[config.mk]
export PLATFORM = sky130hd
export DESIGN_NAME = lsu_riscv
export DESIGN_NICKNAME = d
export VERILOG_FILES = /design/src/rtl/lsu_riscv.sv
export SDC_FILE = /design/constraint.sdc
export NUM_CORES = 1
export LEC_CHECK = 0
export CAP_MARGIN = 20
export CORE_ASPECT_RATIO = 1.2
export CORE_MARGIN = 5
export CORE_UTILIZATION = 30
export DETAILED_ROUTE_END_ITERATION = 6
export GPL_ROUTABILITY_DRIVEN = 0
export REMOVE_ABC_BUFFERS = 1
export SLEW_MARGIN = 20
export SYNTH_ARGS = -nofsm -noshare
export SYNTH_HDL_FRONTEND = slang
export SYNTH_SLANG_ARGS = --single-unit
[constraint.sdc]
create_clock -name clk_i -period 3.08 [get_ports clk_i]
set_input_delay 0.616 -clock clk_i [delete_from_list [all_inputs] [get_ports clk_i]]
set_output_delay 0.616 -clock clk_i [all_outputs]
set_load 0.02 [all_outputs]
[src/rtl/lsu_riscv.sv]
// RISC-V load/store unit: one outstanding access over a req/gnt/rvalid memory port.
// Optional misaligned-access trap enabled by defining LSU_MISALIGN_CHECK_EN.
module lsu_riscv (
    input  logic        clk_i,
    input  logic        arstn_i,
    input  logic        lsu_req_i,
    input  logic        lsu_we_i,
    input  logic [2:0]  lsu_size_i,
    input  logic [31:0] lsu_addr_i,
    input  logic [31:0] lsu_data_i,
    output logic [31:0] lsu_data_o,
    output logic        lsu_stall_req_o,
    output logic        lsu_misalign_o,
    output logic        data_req_o,
    output logic        data_we_o,
    output logic [3:0]  data_be_o,
    output logic [31:0] data_addr_o,
    output logic [31:0] data_wdata_o,
    input  logic        data_gnt_i,
    input  logic        data_rvalid_i,
    input  logic [31:0] data_rdata_i
);

    localparam logic [2:0] LDST_B  = 3'b000;
    localparam logic [2:0] LDST_H  = 3'b001;
    localparam logic [2:0] LDST_W  = 3'b010;
    localparam logic [2:0] LDST_BU = 3'b100;
    localparam logic [2:0] LDST_HU = 3'b101;

    typedef enum logic [1:0] {
        ST_IDLE = 2'd0,
        ST_REQ  = 2'd1,
        ST_RESP = 2'd2
    } state_t;

    state_t      state_reg, state_next;
    logic        we_reg;
    logic [2:0]  size_reg;
    logic [31:0] addr_reg;
    logic [3:0]  be_reg;
    logic [31:0] wdata_reg;

    logic [2:0]  size_norm;
    logic [3:0]  be_next;
    logic [31:0] wdata_next;
    logic        misaligned_req;
    logic        issue;
    logic        misalign_flag;

    // Unsupported size codes collapse to a signed byte access.
    always_comb begin
        case (lsu_size_i)
            LDST_H, LDST_W, LDST_BU, LDST_HU: size_norm = lsu_size_i;
            default:                          size_norm = LDST_B;
        endcase
    end

    always_comb begin
        be_next    = 4'b0001 << lsu_addr_i[1:0];
        wdata_next = {4{lsu_data_i[7:0]}};
        case (size_norm)
            LDST_H, LDST_HU: begin
                be_next    = 4'b0011 << {lsu_addr_i[1], 1'b0};
                wdata_next = {2{lsu_data_i[15:0]}};
            end
            LDST_W: begin
                be_next    = 4'b1111;
                wdata_next = lsu_data_i;
            end
            default: ;
        endcase
    end

`ifdef LSU_MISALIGN_CHECK_EN
    assign misaligned_req = (((size_norm == LDST_H) || (size_norm == LDST_HU)) && lsu_addr_i[0])
                          || ((size_norm == LDST_W) && (lsu_addr_i[1:0] != 2'b00));
`else
    assign misaligned_req = 1'b0;
`endif

    always_ff @(posedge clk_i or negedge arstn_i) begin
        if (!arstn_i) begin
            state_reg <= ST_IDLE;
        end else begin
            state_reg <= state_next;
        end
    end

    always_comb begin
        state_next    = state_reg;
        issue         = 1'b0;
        misalign_flag = 1'b0;
        case (state_reg)
            ST_IDLE: begin
                if (lsu_req_i) begin
                    if (misaligned_req) begin
                        misalign_flag = 1'b1;
                    end else begin
                        issue      = 1'b1;
                        state_next = ST_REQ;
                    end
                end
            end
            ST_REQ: begin
                if (data_gnt_i) begin
                    state_next = ST_RESP;
                end
            end
            ST_RESP: begin
                if (data_rvalid_i) begin
                    state_next = ST_IDLE;
                end
            end
            default: state_next = ST_IDLE;
        endcase
    end

    // Byte enables and replicated store data are captured at issue so the
    // memory-side outputs stay stable however long the grant takes.
    always_ff @(posedge clk_i or negedge arstn_i) begin
        if (!arstn_i) begin
            we_reg    <= 1'b0;
            size_reg  <= 3'b000;
            addr_reg  <= 32'd0;
            be_reg    <= 4'd0;
            wdata_reg <= 32'd0;
        end else if (issue) begin
            we_reg    <= lsu_we_i;
            size_reg  <= size_norm;
            addr_reg  <= lsu_addr_i;
            be_reg    <= be_next;
            wdata_reg <= wdata_next;
        end
    end

    assign data_req_o      = (state_reg == ST_REQ);
    assign data_we_o       = we_reg;
    assign data_be_o       = be_reg;
    assign data_addr_o     = {addr_reg[31:2], 2'b00};
    assign data_wdata_o    = wdata_reg;
    assign lsu_misalign_o  = misalign_flag;
    assign lsu_stall_req_o = lsu_req_i && !((state_reg == ST_RESP) && data_rvalid_i) && !misalign_flag;

    logic [7:0]  lane_byte [4];
    logic [7:0]  sel_byte;
    logic [15:0] sel_half;

    genvar gi;
    generate
        for (gi = 0; gi < 4; gi++) begin : g_lane
            assign lane_byte[gi] = data_rdata_i[8*gi +: 8];
        end
    endgenerate

    assign sel_byte = lane_byte[addr_reg[1:0]];
    assign sel_half = addr_reg[1] ? data_rdata_i[31:16] : data_rdata_i[15:0];

    always_comb begin
        case (size_reg)
            LDST_H:  lsu_data_o = {{16{sel_half[15]}}, sel_half};
            LDST_HU: lsu_data_o = {16'd0, sel_half};
            LDST_W:  lsu_data_o = data_rdata_i;
            LDST_BU: lsu_data_o = {24'd0, sel_byte};
            default: lsu_data_o = {{24{sel_byte[7]}}, sel_byte};
        endcase
    end

endmodule
======== Word-level counts from Yosys, hierarchy flattened ========
Index checks and enable logic that the tools add are counted.
storage, ports and cells
  ROM bits ................................ 0
  memory bits (writable) .................. 0
  flip-flop bits (word level) ............. 74
  memories ................................ 0
  input bits .............................. 105
  latch bits .............................. 0
cells by class
  shifts and indexed selects .............. 2
  multiplexer cells ....................... 14
  multiply operators ...................... 0
  add/sub/neg operators ................... 0
  divide/modulo/power cells ............... 0
  equal/unequal tests ..................... 16
  reductions and logical operators ........ 7
  bitwise operators ....................... 1
  order comparisons ....................... 1
operator list
  operator                                                            number
  32-bit one-hot mux with 4 select lines                              1
  32-bit one-hot mux with 2 select lines                              1
  8-bit binary-select mux with 2-bit select                           1
  16-bit two-way mux                                                  1
  8-bit two-way mux                                                   2
  3-bit == test (second input constant)                               5
  3-bit by 1-bit == test with 1-bit output (second input constant)    3
  3-bit by 2-bit == test with 1-bit output (second input constant)    3
  4-bit one-hot mux with 2 select lines                               1
  2-bit two-way mux                                                   3
  2-bit one-hot mux with 3 select lines                               1
  2-bit != test (second input constant)                               2
  4-bit OR reduction                                                  1
  1-bit by 2-bit << shifter with 4-bit output (first input constant)  1
  2-bit by 2-bit << shifter with 4-bit output (first input constant)  1
  3-bit greater-or-equal comparator (second input constant)           1
  3-bit two-way mux                                                   1
  2-bit NOT with 3-bit output                                         1
  3-bit AND reduction                                                 1
  2-bit by 1-bit == test with 1-bit output (second input constant)    1
  2-bit == test (second input constant)                               1
  1-bit logical AND                                                   2
  2-bit logical NOT                                                   1
  1-bit two-way mux                                                   2
  3 further kinds                                                     3

======== Longest topological paths before layout ========
  word-level depth ........................ 6
  depth in mapped cells ................... 6
  depth with buffers taken out ............ 4

======== Worst setup path after synthesis ========
No wires, ideal clock.
  path type ............................... input to output
  start point ............................. input port data_rdata_i[15]
  end point ............................... output port lsu_data_o[16]
  arrival time ............................ 1.528 ns
  slack ................................... 0.936 ns
  stages on the path ...................... 5
  path buffers ............................ 1
  data required time ...................... 2.464 ns
  cell sequence ........................... mux2_4 > o221ai_2 > a21oi_4 > buf_6 > a21o_1
between the ends
  word-level cells in the longest chain between the ends .. 4
  elaborated cells on any way between the ends .. 5
  those cells by class .................... mux (5)
RTL lines
  what                                                   line  RTL
  from (decl)                                            21    input logic [31:0] data_rdata_i
  8-bit binary-select mux with 2-bit select              155   assign sel_byte = lane_byte[addr_reg[1:0]];
  8-bit two-way mux (not written as such) (2 in series)  155
  32-bit one-hot mux with 4 select lines (*)             159   case (size_reg)
  to (decl)                                              11    output logic [31:0] lsu_data_o,
Mark *: on every way between the ends. The rest lies on a longest branch, timed or not. The select of a mux whose other input is x is not followed.

======== Final worst setup path ========
  start point ............................. register addr_reg[1]
  end point ............................... output port lsu_data_o[5]
between the ends
  word-level cells in the longest chain between the ends .. 5
  elaborated cells on any way between the ends .. 6
  those cells by class .................... mux (5); bitwise (1)
RTL lines
  what                                                   line  RTL
  from (decl)                                            39    logic [31:0] addr_reg;
  from (signal assigned)                                 130   addr_reg <= lsu_addr_i;
  2-bit NOT with 3-bit output (not written as such)      155
  8-bit binary-select mux with 2-bit select              155
  8-bit two-way mux (not written as such) (2 in series)  155
  32-bit one-hot mux with 4 select lines (*)             159
Marks and branches as above.

==> flow_summary.toml <==
[outcome]
status = "finished clean"

[grt]
grt_max_degree = 75
grt_pass1_vias = 4061
grtUsageMet2_pct = 28.12
overflow = 0
grt.total_usage_pct = 15.88
grt_antenna_before_repair = 0
met3_usage_pct = 6.494
grtUsageMet1_pct = 17.30
grt_busiest_layer = "met2"
grt_pass1_wl_um = 21480

[power]
power_frac_comb_pct = 62.7
p_leak_nw = 3.145
intPower_mw = 4.281
switching_share_pct = 43.09
p_sw_mw = 3.241
power_frac_clock_pct = 14.2
p_seq_share_pct = 23.1
power_mw = 7.522
power.density_mw_per_mm2 = 1146
vdd_drop_max_uv = 765.6

[clocking]
tritoncts = "done"
cts.sinks = 74
root_buffer = "clkbuf_16"
cts_buffer_depth = 2
postCtsHoldBufs = 0
htree_levels = 3
clkSlewWorstSetupHoldPaths_ns = 0.06
clock_latency_ns = 0.32
numCtsBuffers = 9

[synth]
synth_xor_area_share_pct = 0.2079
synth.area.top_cells = "dfrtp_1 44%, nand2_1 13%, mux2i_1 7.4%"
yosysTopAreaCell = "dfrtp_1"
ys_types = 41
yosysWarnings = 0
syn_area_mm2 = 0.004213
synth_top_family_by_area = "simple AND/OR/NAND/NOR gates"
synthAdderAreaFrac_pct = 0
synth_area_per_cell_um2 = 8.982
yosysSeqAreaShare_pct = 43.96
synth_compound_area_share_pct = 17.49
synthCells = 469
synth_top_cell_area_share_pct = 43.96
synth_seq_cells = 74
synthMuxAreaShare_pct = 10.66
yosys.area_share.simple_pct = 18.09

[route]
vias = 3873
ant_nets = 0
post_drt_wl_per_cell_um = 16.72
viasPerCell = 4.723
drt_pass1_iterations = 4
drc = 0
drt-initial-drc-count = 133
wl_um = 13710

[timing]
tightestPinTransition_ns = 0.9361
slew_headroom_pct = 37.59
skew_ns = 0.006340
fmax_mhz = 335.3
min_period_ns = 2.982
finalHoldViolations = 0
slew_violations = 0
final-setup-viol-count = 0
final.period_utilization_pct = 96.82
hold_slack_ns = 0.4338
rsz0062_at_grt = "false"

[final_layout]
final_util_pct = 47.49
syn_to_final_growth_pct = 55.78
n_antenna_cell = 0
fillCellCount = 1344
layout-drive-gt1-share_pct = 8.166
fin_cells = 820
nets = 749

[setup_path]
critPathMaxFanout = 18
crit_type = "flop to output port"
path_buf_inv = 2
start_kind = "flop"
path_delay_family = "buffers and inverters"
slowest_delay_ns = 0.55
cp-end-kind = "output port"
path_cells = "buf_4, mux2i_1, a211oi_1, a221o_1, clkdlybuf4s50_1"
cp_slowest_cell = "clkdlybuf4s50_1"
critPathArrivalTime_ns = 2.37
cp.required_ns = 2.46

[die]
coreArea_mm2 = 0.01382
fp.dieW_um = 118.2
die_h_um = 139.8
pin_count = 209
die_area_mm2 = 0.01652
start_util_pct = 30.48
num_rows = 47

[worst_hold_path]
hold_path.class = "input port to async pin"

[placed_design]
post-place-cells = 803
dp_hpwl_um = 10350
numPortBuffers = 205

[flow_run]
cap_violations = 0
timing repair:
action                     in CTS  in global routing
setup endpoints to repair      26                  4
resized for setup              25                  2
setup buffers                   1                  0
synthesized netlist by cell type, drive strengths merged:
cell,n
a211oi,14
mux2,10
buf,53
nor2,15
a211o,7
a21o,25
a22o,1
nand2b,4
o221ai,1
nand2,146
clkbuf,10
a22oi,1
or3b,1
nor2b,11
inv,3
and2,2
a21oi,10
nor3b,1
o21ai,31
nand3b,1
o21bai,1
dfrtp,74
a31oi,4
mux2i,32
a221o,8
xnor2,1
a21boi,1
conb,1
metal layers:
metal	vias up	share of wire (%)	routed length, um
li1	1899	-	-
met1	1802	39	5320
met2	158	50	6843
met3	14	9.6	1322
met4	0	1.7	227
met5	-	0	0
worst register-to-register path, delay by kind of cell (launching register included):
family,cells,cell delay (ns)
AO/OA/AOI/OAI,3,0.41
buffers and inverters,1,0.46
flip-flops,1,0.43
AND/OR/NAND/NOR,1,0.22
per-stage QoR:
stage	area, um2	setup TNS, ns	worst slack (ns)
5_1_grt	6563	0	0.006255
3_5_place_dp	6259	-2.130	-0.1205
3_3_place_gp	6259	-1.082	-0.05873
6_report	6563	0	0.09794
2_1_floorplan	3831	0	0.3026
4_1_cts	6556	0	0.06962
power groups by stage:
stage	sequential (mW)	combinational, mW	clock, mW
floorplan	2.29	1.98	0
global placement	1.73	4.87	0
detailed placement	1.75	4.93	0
CTS	1.74	4.77	1.10
global route	1.80	5.05	1.14
finish	1.74	4.72	1.07
logic make-up (layout without fill, tap and decap cells):
| group | count (synthesis) | in the layout |
|---|---|---|
| and+or+nand+nor | 181 | 181 |
| AOI/OAI and AO/OA | 104 | 104 |
| DFF | 74 | 74 |
| buffers and inverters | 66 | 244 |
| muxes | 42 | 42 |
| other | 1 | 3 |
| xor gates and xnor gates | 1 | 1 |
final timing paths:
kind	from	to	slack [ns]	cells after the start
worst max-delay path	addr_reg[1]	lsu_data_o[5]	0.1	5
worst min-delay path	arstn_i	addr_reg[23]	0.43	1
worst max register to register	state_reg[1]	data_wdata_o[31]	1.53	5
worst min register to register	addr_reg[22]	addr_reg[22]	0.47	2
max in group asynchronous	arstn_i	addr_reg[1]	2.01	1
min in group clk_i	addr_reg[22]	addr_reg[22]	0.47	2
cell usage in the layout (no fill, tap or decap), drive strengths merged, types with 2 or more instances in the layout:
cell,Yosys,final
a211o,7,7
a211oi,14,14
a21o,25,25
a21oi,10,10
a221o,8,8
a31oi,4,4
and2,2,2
buf,53,21
clkbuf,10,12
clkdlybuf4s50,0,180
clkinvlp,0,2
conb,1,3
dfrtp,74,74
dlygate4sd2,0,24
inv,3,3
mux2,10,10
mux2i,32,32
nand2,146,146
nand2b,4,4
nor2,15,15
nor2b,11,11
o21ai,31,31
final cells by class:
| cell class | instances | area [um2] | share of cell area [%] |
|---|---|---|---|
| Timing Repair Buffer | 225 | 2195 | 33.44 |
| Sequential cell | 74 | 1853 | 28.24 |
| Clock buffer | 12 | 256.5 | 3.908 |
| Tap cell | 171 | 214.0 | 3.260 |
| Clock inverter | 4 | 50.05 | 0.7626 |
| Multi-Input combinational cell | 331 | 1983 | 30.22 |
| Inverter | 3 | 11.26 | 0.1716 |
Note: power is estimated with default switching activity, not from simulation.
